$ cat src/rtl/rs_load_buffer_if.sv
//------------------------------------------------------------------------------
// rs_load_buffer_if
//   Issue, CDB snoop and memory-FU request/response signals of the load
//   reservation station. The buffer uses slave; the core/FU side uses master.
//   Revision: 1.0
//------------------------------------------------------------------------------
`default_nettype none

interface rs_load_buffer_if #(
    parameter int TAG_W = 8
);
    logic               flush;
    logic               issue;
    logic [31:0]        base_val_in;
    logic [TAG_W-1:0]   base_tag_in;
    logic [31:0]        offset_in;
    logic [2:0]         mem_u_b_h_w_in;
    logic               full;
    logic               empty;
    logic [TAG_W-1:0]   alloc_tag;
    logic [TAG_W+32:0]  cdb;
    logic               mem_req_valid;
    logic               mem_req_ready;
    logic [31:0]        mem_req_addr;
    logic [2:0]         mem_req_type;
    logic [TAG_W-1:0]   mem_req_tag;
    logic               FU_result_taken;

    modport slave (
        input  flush, issue, base_val_in, base_tag_in, offset_in, mem_u_b_h_w_in,
        input  cdb, mem_req_ready, FU_result_taken,
        output full, empty, alloc_tag, mem_req_valid, mem_req_addr, mem_req_type,
        output mem_req_tag
    );

    modport master (
        output flush, issue, base_val_in, base_tag_in, offset_in, mem_u_b_h_w_in,
        output cdb, mem_req_ready, FU_result_taken,
        input  full, empty, alloc_tag, mem_req_valid, mem_req_addr, mem_req_type,
        input  mem_req_tag
    );
endinterface

`default_nettype wire

$ cat src/rtl/rs_load_buffer.sv
//------------------------------------------------------------------------------
// rs_load_buffer
//   DEPTH-entry circular load reservation station: captures/snoops the base,
//   forms the effective address and dispatches loads to the memory FU in order.
//   Revision: 1.0
//------------------------------------------------------------------------------
`default_nettype none

module rs_load_buffer #(
    parameter int DEPTH   = 4,
    parameter int TAG_W   = 8,
    parameter int ID_BASE = 1
) (
    input  wire logic         clk,
    input  wire logic         rst,
    rs_load_buffer_if.slave   bus
);

    localparam int c_ptr_w = $clog2(DEPTH);
    localparam int c_cnt_w = c_ptr_w + 1;
    localparam logic [c_cnt_w-1:0] c_full_cnt = c_cnt_w'(DEPTH);
    localparam logic [TAG_W-1:0]   c_id_base  = TAG_W'(ID_BASE);

    logic [c_ptr_w-1:0] r_head;
    logic [c_ptr_w-1:0] r_disp;
    logic [c_ptr_w-1:0] r_tail;
    logic [c_cnt_w-1:0] r_count;
    logic [c_cnt_w-1:0] r_nflight;

    // r_addr holds the raw offset while the entry waits, the effective address after
    logic               r_busy [DEPTH];
    logic               r_wait [DEPTH];
    logic [TAG_W-1:0]   r_qtag [DEPTH];
    logic [31:0]        r_addr [DEPTH];
    logic [2:0]         r_type [DEPTH];

    logic               w_cdb_valid;
    logic [TAG_W-1:0]   w_cdb_tag;
    logic [31:0]        w_cdb_data;
    logic               w_full;
    logic               w_issue;
    logic               w_base_ready;
    logic               w_bypass;
    logic               w_issue_ready;
    logic [31:0]        w_issue_addr;
    logic               w_pending;
    logic               w_req_valid;
    logic               w_fire;
    logic               w_retire;
    logic [DEPTH-1:0]   w_wake;

    assign w_cdb_valid = bus.cdb[TAG_W+32];
    assign w_cdb_tag   = bus.cdb[TAG_W+31:32];
    assign w_cdb_data  = bus.cdb[31:0];

    assign w_full        = (r_count == c_full_cnt);
    assign w_issue       = bus.issue & ~w_full;
    assign w_base_ready  = (bus.base_tag_in == '0);
    assign w_bypass      = w_cdb_valid & (w_cdb_tag == bus.base_tag_in);
    assign w_issue_ready = w_base_ready | w_bypass;
    assign w_issue_addr  = (w_base_ready ? bus.base_val_in : w_cdb_data) + bus.offset_in;

    // In-flight count disambiguates disp==tail (nothing pending vs. all pending)
    assign w_pending   = (r_count != r_nflight);
    assign w_req_valid = w_pending & ~r_wait[r_disp];
    assign w_fire      = w_req_valid & bus.mem_req_ready;
    assign w_retire    = bus.FU_result_taken & (r_nflight != '0);

    always_comb begin
        w_wake = '0;
        for (int i = 0; i < DEPTH; i++) begin
            w_wake[i] = r_busy[i] & r_wait[i] & w_cdb_valid & (w_cdb_tag == r_qtag[i]);
        end
    end

    always_ff @(posedge clk or posedge rst) begin
        if (rst) begin
            r_head    <= '0;
            r_disp    <= '0;
            r_tail    <= '0;
            r_count   <= '0;
            r_nflight <= '0;
        end else if (bus.flush) begin
            r_head    <= '0;
            r_disp    <= '0;
            r_tail    <= '0;
            r_count   <= '0;
            r_nflight <= '0;
        end else begin
            if (w_issue)  r_tail <= r_tail + 1'b1;
            if (w_fire)   r_disp <= r_disp + 1'b1;
            if (w_retire) r_head <= r_head + 1'b1;
            r_count   <= r_count + c_cnt_w'(w_issue) - c_cnt_w'(w_retire);
            r_nflight <= r_nflight + c_cnt_w'(w_fire) - c_cnt_w'(w_retire);
        end
    end

    // The tail entry is never busy when issue is accepted and the head entry
    // is always in flight when retired, so the branches never collide.
    always_ff @(posedge clk or posedge rst) begin
        if (rst) begin
            for (int i = 0; i < DEPTH; i++) begin
                r_busy[i] <= 1'b0;
                r_wait[i] <= 1'b0;
                r_qtag[i] <= '0;
                r_addr[i] <= '0;
                r_type[i] <= '0;
            end
        end else if (bus.flush) begin
            for (int i = 0; i < DEPTH; i++) begin
                r_busy[i] <= 1'b0;
                r_wait[i] <= 1'b0;
            end
        end else begin
            for (int i = 0; i < DEPTH; i++) begin
                if (w_issue && (r_tail == c_ptr_w'(i))) begin
                    r_busy[i] <= 1'b1;
                    r_wait[i] <= ~w_issue_ready;
                    r_qtag[i] <= bus.base_tag_in;
                    r_addr[i] <= w_issue_ready ? w_issue_addr : bus.offset_in;
                    r_type[i] <= bus.mem_u_b_h_w_in;
                end else if (w_retire && (r_head == c_ptr_w'(i))) begin
                    r_busy[i] <= 1'b0;
                    r_wait[i] <= 1'b0;
                    r_qtag[i] <= '0;
                    r_addr[i] <= '0;
                    r_type[i] <= '0;
                end else if (w_wake[i]) begin
                    r_addr[i] <= w_cdb_data + r_addr[i];
                    r_wait[i] <= 1'b0;
                end
            end
        end
    end

    assign bus.full          = w_full;
    assign bus.empty         = (r_count == '0);
    assign bus.alloc_tag     = c_id_base + TAG_W'(r_tail);
    assign bus.mem_req_valid = w_req_valid;
    assign bus.mem_req_addr  = r_addr[r_disp];
    assign bus.mem_req_type  = r_type[r_disp];
    assign bus.mem_req_tag   = c_id_base + TAG_W'(r_disp);

    a_count_range : assert property (@(posedge clk) disable iff (rst)
        (r_count <= c_full_cnt) && (r_nflight <= r_count));

endmodule

`default_nettype wire

$ cat src/flat_wrapper.sv
// flat-port wrapper written by rule: the top's interface ports become plain ports
module rs_load_buffer_flat 
#(
    parameter int DEPTH   = 4,
    parameter int TAG_W   = 8,
    parameter int ID_BASE = 1
)
  (clk, rst, bus_flush, bus_issue, bus_base_val_in, bus_base_tag_in, bus_offset_in, bus_mem_u_b_h_w_in, bus_cdb, bus_mem_req_ready, bus_FU_result_taken, bus_full, bus_empty, bus_alloc_tag, bus_mem_req_valid, bus_mem_req_addr, bus_mem_req_type, bus_mem_req_tag);
  rs_load_buffer_if #(.TAG_W(TAG_W)) bus_i ();
  input  wire logic clk;
  input  wire logic rst;
  input wire logic [$bits(bus_i.flush)-1:0] bus_flush;
  input wire logic [$bits(bus_i.issue)-1:0] bus_issue;
  input wire logic [$bits(bus_i.base_val_in)-1:0] bus_base_val_in;
  input wire logic [$bits(bus_i.base_tag_in)-1:0] bus_base_tag_in;
  input wire logic [$bits(bus_i.offset_in)-1:0] bus_offset_in;
  input wire logic [$bits(bus_i.mem_u_b_h_w_in)-1:0] bus_mem_u_b_h_w_in;
  input wire logic [$bits(bus_i.cdb)-1:0] bus_cdb;
  input wire logic [$bits(bus_i.mem_req_ready)-1:0] bus_mem_req_ready;
  input wire logic [$bits(bus_i.FU_result_taken)-1:0] bus_FU_result_taken;
  output wire logic [$bits(bus_i.full)-1:0] bus_full;
  output wire logic [$bits(bus_i.empty)-1:0] bus_empty;
  output wire logic [$bits(bus_i.alloc_tag)-1:0] bus_alloc_tag;
  output wire logic [$bits(bus_i.mem_req_valid)-1:0] bus_mem_req_valid;
  output wire logic [$bits(bus_i.mem_req_addr)-1:0] bus_mem_req_addr;
  output wire logic [$bits(bus_i.mem_req_type)-1:0] bus_mem_req_type;
  output wire logic [$bits(bus_i.mem_req_tag)-1:0] bus_mem_req_tag;
  assign bus_i.flush = bus_flush;
  assign bus_i.issue = bus_issue;
  assign bus_i.base_val_in = bus_base_val_in;
  assign bus_i.base_tag_in = bus_base_tag_in;
  assign bus_i.offset_in = bus_offset_in;
  assign bus_i.mem_u_b_h_w_in = bus_mem_u_b_h_w_in;
  assign bus_i.cdb = bus_cdb;
  assign bus_i.mem_req_ready = bus_mem_req_ready;
  assign bus_i.FU_result_taken = bus_FU_result_taken;
  assign bus_full = bus_i.full;
  assign bus_empty = bus_i.empty;
  assign bus_alloc_tag = bus_i.alloc_tag;
  assign bus_mem_req_valid = bus_i.mem_req_valid;
  assign bus_mem_req_addr = bus_i.mem_req_addr;
  assign bus_mem_req_type = bus_i.mem_req_type;
  assign bus_mem_req_tag = bus_i.mem_req_tag;
  rs_load_buffer #(.DEPTH(DEPTH), .TAG_W(TAG_W), .ID_BASE(ID_BASE)) u_core (.clk(clk), .rst(rst), .bus(bus_i));
endmodule
$ cat config.mk
export PLATFORM = sky130hd
export DESIGN_NAME = rs_load_buffer_flat
export DESIGN_NICKNAME = d
export VERILOG_FILES = /design/src/rtl/rs_load_buffer_if.sv /design/src/rtl/rs_load_buffer.sv /design/src/flat_wrapper.sv
export SDC_FILE = /design/constraint.sdc
export NUM_CORES = 1
export LEC_CHECK = 0
export CELL_PAD_IN_SITES_DETAIL_PLACEMENT = 1
export CELL_PAD_IN_SITES_GLOBAL_PLACEMENT = 1
export CORE_ASPECT_RATIO = 1.5
export CORE_MARGIN = 2
export CORE_UTILIZATION = 39
export CTS_CLUSTER_SIZE = 8
export DETAILED_ROUTE_END_ITERATION = 10
export MAX_ROUTING_LAYER = met4
export PLACE_DENSITY_LB_ADDON = 0.08
export SETUP_SLACK_MARGIN = 0.2
export SLEW_MARGIN = 20
export SYNTH_ARGS = -nofsm -noshare
export SYNTH_HDL_FRONTEND = slang
export SYNTH_SLANG_ARGS = --single-unit
$ cat constraint.sdc
create_clock -name clk -period 8.76 [get_ports clk]
set_input_delay 1.314 -clock clk [delete_from_list [all_inputs] [get_ports clk]]
set_output_delay 1.314 -clock clk [all_outputs]
set_load 0.005 [all_outputs]
# Word-level counts from Yosys, hierarchy flattened

Index checks and enable logic that the tools add are counted.

Flip-flop bits (word level): 192
Input port bits: 122
Output and inout bits: 54
Word-level logic and storage cells: 185

Add/subtract/negate cells: 14
Magnitude comparators: 1
Equal/unequal tests: 13
Multiplexer cells: 69
Bitwise operators: 23
Reductions and logical operators: 40

Operators by type and width:

| cell                                                | number |
|---|---|
| two-way mux 32 bit                                  | 16 |
| adder 32 bit                                        | 5 |
| binary-select mux 32 bit (select 2 bit)             | 1 |
| two-way mux 8 bit                                   | 8 |
| equality test 8 bit                                 | 5 |
| two-way mux 3 bit                                   | 12 |
| nonzero test 3 bit                                  | 9 |
| two-way mux 1 bit                                   | 22 |
| AND 1 bit                                           | 17 |
| AND reduction 2 bit                                 | 8 |
| nonzero test 4 bit                                  | 4 |
| nonzero test 2 bit                                  | 7 |
| two-way mux 2 bit                                   | 6 |
| equality test 2 bit, second input constant          | 4 |
| logical AND 1 bit                                   | 8 |
| logical NOT 8 bit                                   | 1 |
| two-way mux 4 bit                                   | 2 |
| adder 1 x 2 -> 3 bit, first input constant          | 2 |
| adder 2 x 1 -> 2 bit, second input constant         | 3 |
| adder 3 x 1 -> 3 bit                                | 2 |
| binary-select mux 3 bit (select 2 bit)              | 1 |
| subtractor 3 x 1 -> 3 bit                           | 2 |
| equality test 2 x 1 -> 1 bit, second input constant | 2 |
| logical NOT 2 bit                                   | 2 |
| other kinds (8)                                     | 11 |

# Depth between registers and ports, before layout

Depth in word-level cells: 10
Depth in mapped cells: 19
Mapped depth without buffers: 18

# Worst setup path after synthesis

No wires, ideal clock.

Kind: input -> register
Start: input port bus_base_tag_in[1]
End: register u_core.r_addr[30] (netlist name)
Setup time: 76 ps
Arrival: 4801 ps
Data required time: 8684 ps
Setup slack: 3882 ps
Stages: 19
Buffers on the path: 1
Cell sequence: nor4_1 > nand2_1 > inv_2 > clkbuf_1 > nand2_1 > nand2_1 > ha_1 > inv_1 > fa_1 > nand2b_1 > a21oi_1 > a21oi_1 > a2111oi_2 > o41ai_4 > a21oi_2 > mux2i_1 > nand2_1 > o31a_1 > o21ai_1

Word-level cells in the longest chain between the ends: 5
Elaborated cells on any way between the ends: 8
Those cells by class: 1 x add/sub; 1 x eq/ne; 3 x mux; 2 x bitwise; 1 x reduce/logical

Ends and longest elaborated chain:

| what                                                            | line                                       | RTL |
|---|---|---|
| from (decl)                                                     | flat_wrapper.sv:15                         | `input wire logic [$bits(bus_i.base_tag_in)-1:0] bus_base_tag_in;` |
| logical NOT 8 bit / equality test 8 bit (equally long branches) | rs_load_buffer.sv:58, rs_load_buffer.sv:59 |  |
| two-way mux 32 bit / AND 1 bit (equally long branches)          | rs_load_buffer.sv:61, rs_load_buffer.sv:59 |  |
| adder 32 bit / OR 1 bit (equally long branches)                 | rs_load_buffer.sv:61, rs_load_buffer.sv:60 |  |
| two-way mux 32 bit (*)                                          | rs_load_buffer.sv:120                      | `r_addr[i] <= w_issue_ready ? w_issue_addr : bus.offset_in;` |
| two-way mux 32 bit (*)                                          | rs_load_buffer.sv:116                      | `if (w_issue && (r_tail == c_ptr_w'(i))) begin` |
| to (signal, indexed assignment)                                 | rs_load_buffer.sv:120                      |  |
| to (signal, indexed assignment)                                 | rs_load_buffer.sv:129                      | `r_addr[i] <= w_cdb_data + r_addr[i];` |
| to (decl)                                                       | rs_load_buffer.sv:34                       | `logic [31:0] r_addr [DEPTH];` |

Mark *: on every way between the ends. The rest lies on a longest branch, timed or not.
A chain may end at the register's enable or synchronous reset.

# Final worst setup path

Start: input port bus_base_tag_in[5]
End: register u_core.r_addr[60] (netlist name)

The elaborated chain is that of the path after synthesis.

==> load_flow_metrics.sql <==
INSERT INTO impl_metrics (metric_group, metric, value, unit) VALUES
('run_status', 'status', 'completed', ''),
('worst_setup_path', 'timing.reg2reg.setup_slack', '4070', 'ps'),
('cells_and_area', 'finalCoreUtilization', '45.8', '%'),
('yosys', 'yosys-mux-area-fraction', '5.15', '%'),
('yosys', 'synth_compound_gate_area_share', '28.3', '%'),
('global_routing', 'met2_usage', '60.5', '%'),
('yosys', 'proportion_of_netlist_area_held_by_the_largest_area_contributor', '26.6', '%'),
('yosys', 'post_synth.cell_area_avg', '8.52', 'sq um'),
('pwr', 'powerDensity', '347', 'nW/um^2'),
('sta', 'timing.max_slew.rel_slack', '24.7', '%'),
('clocking', 'cts_made_buffers', '17', ''),
('yosys', 'postSynthRegisterBits', '192', ''),
('global_routing', 'grt_overflow', '0', ''),
('yosys', 'synth_adder_area_share', '12.6', '%'),
('drt', 'ant_nets', '0', ''),
('worst_setup_path', 'startpoint', 'bus_base_tag_in[5]', ''),
('cells_and_area', 'layout-drive-gt1-share', '6.36', '%'),
('worst_setup_path', 'setup.worst_path.start_class', 'primary input', ''),
('worst_setup_path', 'maximum_fanout_count_along_the_critical_path', '35', ''),
('sta', 'finalCritPeriodShare', '72.9', '%'),
('floorplanning', 'coreArea', '45800', 'sq um'),
('drt', 'detail_route.drc_violations', '0', ''),
('yosys', 'post_synth_instance_area', '18100', 'sq um'),
('worst_setup_path', 'cp.required', '9130', 'ps'),
('clocking', 'cts_htree_levels', '4', ''),
('run', 'max_cap_violations', '0', ''),
('worst_setup_path', 'worst_setup_path_endpoint', 'u_core.r_addr[60]$_DFFE_PP0P_', ''),
('yosys', 'synth-async-reset-ratio', '100', '%'),
('sta', 'setup_tns', '0', 'ps'),
('global_routing', 'first_global_vias', '19040', ''),
('clocking', 'root_buffer_selected_by_cts', 'sky130_fd_sc_hd__clkbuf_16', ''),
('global_routing', 'antenna_found_initial', '0', ''),
('sta', 'min_period', '6390', 'ps'),
('clocking', 'cts_setup_buffers', '0', ''),
('place', 'numPortBuffers', '165', ''),
('global_routing', 'grt_first_pass_wirelength', '115000', 'um'),
('yosys', 'dominantRegCellSynth', 'sky130_fd_sc_hd__dfrtp_1', ''),
('cells_and_area', 'antennaDiodeCount', '0', ''),
('floorplanning', 'floorplan.die.height', '268', 'um'),
('clocking', 'tritoncts', 'done', ''),
('clocking', 'clockBufferDepth', '2', ''),
('drt', 'detail_route.vias_per_cell', '6.31', ''),
('yosys', 'yosys-top-cells-area', 'sky130_fd_sc_hd__dfrtp_1 27%, sky130_fd_sc_hd__ha_1 12%, sky130_fd_sc_hd__a21oi_1 6.2%, sky130_fd_sc_hd__xnor2_1 5.5%, sky130_fd_sc_hd__mux4_2 4.5%', ''),
('worst_setup_path', 'regToRegStartpoint', 'u_core.r_count[1]$_DFF_PP0_', ''),
('sta', 'finalHoldWorstSlack', '509', 'ps'),
('cells_and_area', 'nets', '2537', ''),
('sta', 'max_freq', '157', 'MHz'),
('sta', 'final-setup-viol-count', '0', ''),
('yosys', 'seq_area_frac_synth', '26.6', '%'),
('drt', 'wl', '76500', 'um'),
('worst_setup_path', 'critical_path_class', 'in2reg', ''),
('cells_and_area', 'fin_cells', '2838', ''),
('sta', 'finalMaxSlewViolations', '0', ''),
('global_routing', 'grtUsageMet1', '30.4', '%'),
('worst_setup_path', 'worstRegToRegCells', '11', ''),
('worst_setup_path', 'crit-reg2reg-capture', 'u_core.r_addr[125]$_DFFE_PP0P_', ''),
('clocking', 'cts_repair_resize_count', '0', ''),
('cells_and_area', 'area_added_between_synthesis_and_finish', '16.1', '%'),
('clocking', 'cts.sink_count', '192', ''),
('sta', 'finClkSkew', '17.6', 'ps'),
('yosys', 'synth-xor-area-share', '8.73', '%'),
('floorplanning', 'floorplan.initialDensity', '39.5', '%'),
('sta', 'hold_viol_final', '0', ''),
('global_routing', 'pin_count_of_the_biggest_net_entering_global_routing', '74', ''),
('drt', 'post_drt_wl_per_cell', '27.0', 'um'),
('place', 'place_inst', '2806', ''),
('worst_setup_path', 'cp-end-kind', 'flop', ''),
('pwr', 'vdd.ir_drop.worst', '0.170', 'mV'),
('clocking', 'clock_latency', '490', 'ps'),
('sta', 'tightestPinTransition', '1130', 'ps'),
('cells_and_area', 'fill_cells', '5411', '');
## metal layers
| layer | routed length [um] | share of wire [%] |
|---|---|---|
| met2 | 40700 | 53 |
| met5 | 0 | 0 |
| met1 | 25900 | 34 |
| met4 | 7600 | 9.9 |
| met3 | 2250 | 2.9 |
## where the power goes
group / leakage, nW / internal, mW / switching, mW / total (mW)
Combinational: 6.46 / 2.12 / 2.51 / 4.64
Clock: 0.303 / 0.436 / 0.425 / 0.860
Sequential: 2.36 / 1.29 / 0.488 / 1.78
Total: 9.12 / 3.85 / 3.43 / 7.28
## cells by family (layout without fill, tap and decap cells)
group                    Yosys count  after routing
other                              1             10
flip-flops                       192            192
adder cells (fa/ha/maj)          178            178
AND/OR/NAND/NOR                  596            596
buffers and inverters            176            298
XOR/XNOR                         180            180
multiplexers                      48             48
AO/OA/AOI/OAI                    748            748
## per-stage QoR
step / total power [mW] / instance area [sq um] / setup WS, ps
floorplan: 4.76 / 18100 / 2220
global placement: 6.25 / 20400 / 2150
detailed placement: 6.36 / 20400 / 1920
CTS: 7.27 / 21000 / 2400
global route: 7.79 / 21000 / 2050
finish: 7.28 / 21000 / 2370
## cell type report
type | instances | share of cell area, %
clock buffer | 17 | 2.03
clock inverter | 15 | 0.924
inverter | 65 | 1.20
multi-input combinational | 1760 | 60.3
sequential | 192 | 22.9
tap | 588 | 3.51
timing repair buffer | 201 | 9.16
## state kept, by name, indices dropped and copies added (netlist names), 3 cells and up
signal and cells:
u_core.r_wait 4, u_core.r_qtag 32, u_core.r_busy 4, u_core.r_addr 128, u_core.r_count 3, u_core.r_nflight 3, u_core.r_type 12
## how the worst min path moves through the flow
stage / startpoint / to / slack (ps) / cells after the start
2_1_floorplan: u_core.r_type[3]$_DFFE_PP0P_ / u_core.r_type[3]$_DFFE_PP0P_ / 460 / 1
3_3_place_gp: u_core.r_type[4]$_DFFE_PP0P_ / u_core.r_type[4]$_DFFE_PP0P_ / 480 / 1
3_5_place_dp: u_core.r_type[5]$_DFFE_PP0P_ / u_core.r_type[5]$_DFFE_PP0P_ / 490 / 1
4_1_cts: u_core.r_type[5]$_DFFE_PP0P_ / u_core.r_type[5]$_DFFE_PP0P_ / 510 / 1
5_1_grt: u_core.r_type[11]$_DFFE_PP0P_ / u_core.r_type[11]$_DFFE_PP0P_ / 530 / 1
6_report: u_core.r_type[5]$_DFFE_PP0P_ / u_core.r_type[5]$_DFFE_PP0P_ / 510 / 1
## worst max-delay path, cell delays in order
cell and delay (ps):
sky130_fd_sc_hd__clkdlybuf4s50_1 560, sky130_fd_sc_hd__nor4_1 470, sky130_fd_sc_hd__nand2_1 100, sky130_fd_sc_hd__buf_4 260, sky130_fd_sc_hd__inv_2 530, sky130_fd_sc_hd__nand2_1 110
sky130_fd_sc_hd__nand2_1 80, sky130_fd_sc_hd__ha_1 190, sky130_fd_sc_hd__inv_1 70, sky130_fd_sc_hd__fa_1 430, sky130_fd_sc_hd__nand2b_1 160, sky130_fd_sc_hd__a21oi_1 270
sky130_fd_sc_hd__a21oi_1 260, sky130_fd_sc_hd__a2111oi_2 600, sky130_fd_sc_hd__o41ai_4 140, sky130_fd_sc_hd__a21oi_2 280, sky130_fd_sc_hd__nor3_1 110, sky130_fd_sc_hd__nor3_2 440
sky130_fd_sc_hd__o221ai_1 180, sky130_fd_sc_hd__o21a_1 160
## cell usage in the layout, fill, tap and decap left out, types with 24 or more instances in the layout
| cell type | instances |
|---|---|
| sky130_fd_sc_hd__buf_4 | 36 |
| sky130_fd_sc_hd__a22oi_1 | 46 |
| sky130_fd_sc_hd__a21o_1 | 69 |
| sky130_fd_sc_hd__o21bai_1 | 26 |
| sky130_fd_sc_hd__xnor2_1 | 113 |
| sky130_fd_sc_hd__o21a_1 | 54 |
| sky130_fd_sc_hd__o21ai_1 | 24 |
| sky130_fd_sc_hd__inv_1 | 62 |
| sky130_fd_sc_hd__xor2_1 | 67 |
| sky130_fd_sc_hd__ha_1 | 171 |
| sky130_fd_sc_hd__clkdlybuf4s50_1 | 165 |
| sky130_fd_sc_hd__o21ai_0 | 65 |
| sky130_fd_sc_hd__dfrtp_1 | 190 |
| sky130_fd_sc_hd__nor2_1 | 207 |
| sky130_fd_sc_hd__nand3_1 | 43 |
| sky130_fd_sc_hd__nand2_1 | 199 |
| sky130_fd_sc_hd__a21oi_1 | 222 |
| sky130_fd_sc_hd__o221ai_1 | 32 |
| sky130_fd_sc_hd__mux4_2 | 36 |
| sky130_fd_sc_hd__nor3_1 | 34 |
| sky130_fd_sc_hd__a22o_1 | 45 |
## synthesized netlist by cell type (all sizes together) (30+ instances only)
library cell and number:
xor2 67, ha 171, o21a 54, nor2 214, a22oi 46, nand2 199
nor3 35, inv 64, a21o 69, o221ai 32, mux4 36, dfrtp 192
clkbuf 81, o21ai 89, a22o 45, a21oi 229, nand3 43, buf 30
xnor2 113
(Power assumes the default switching activity.)
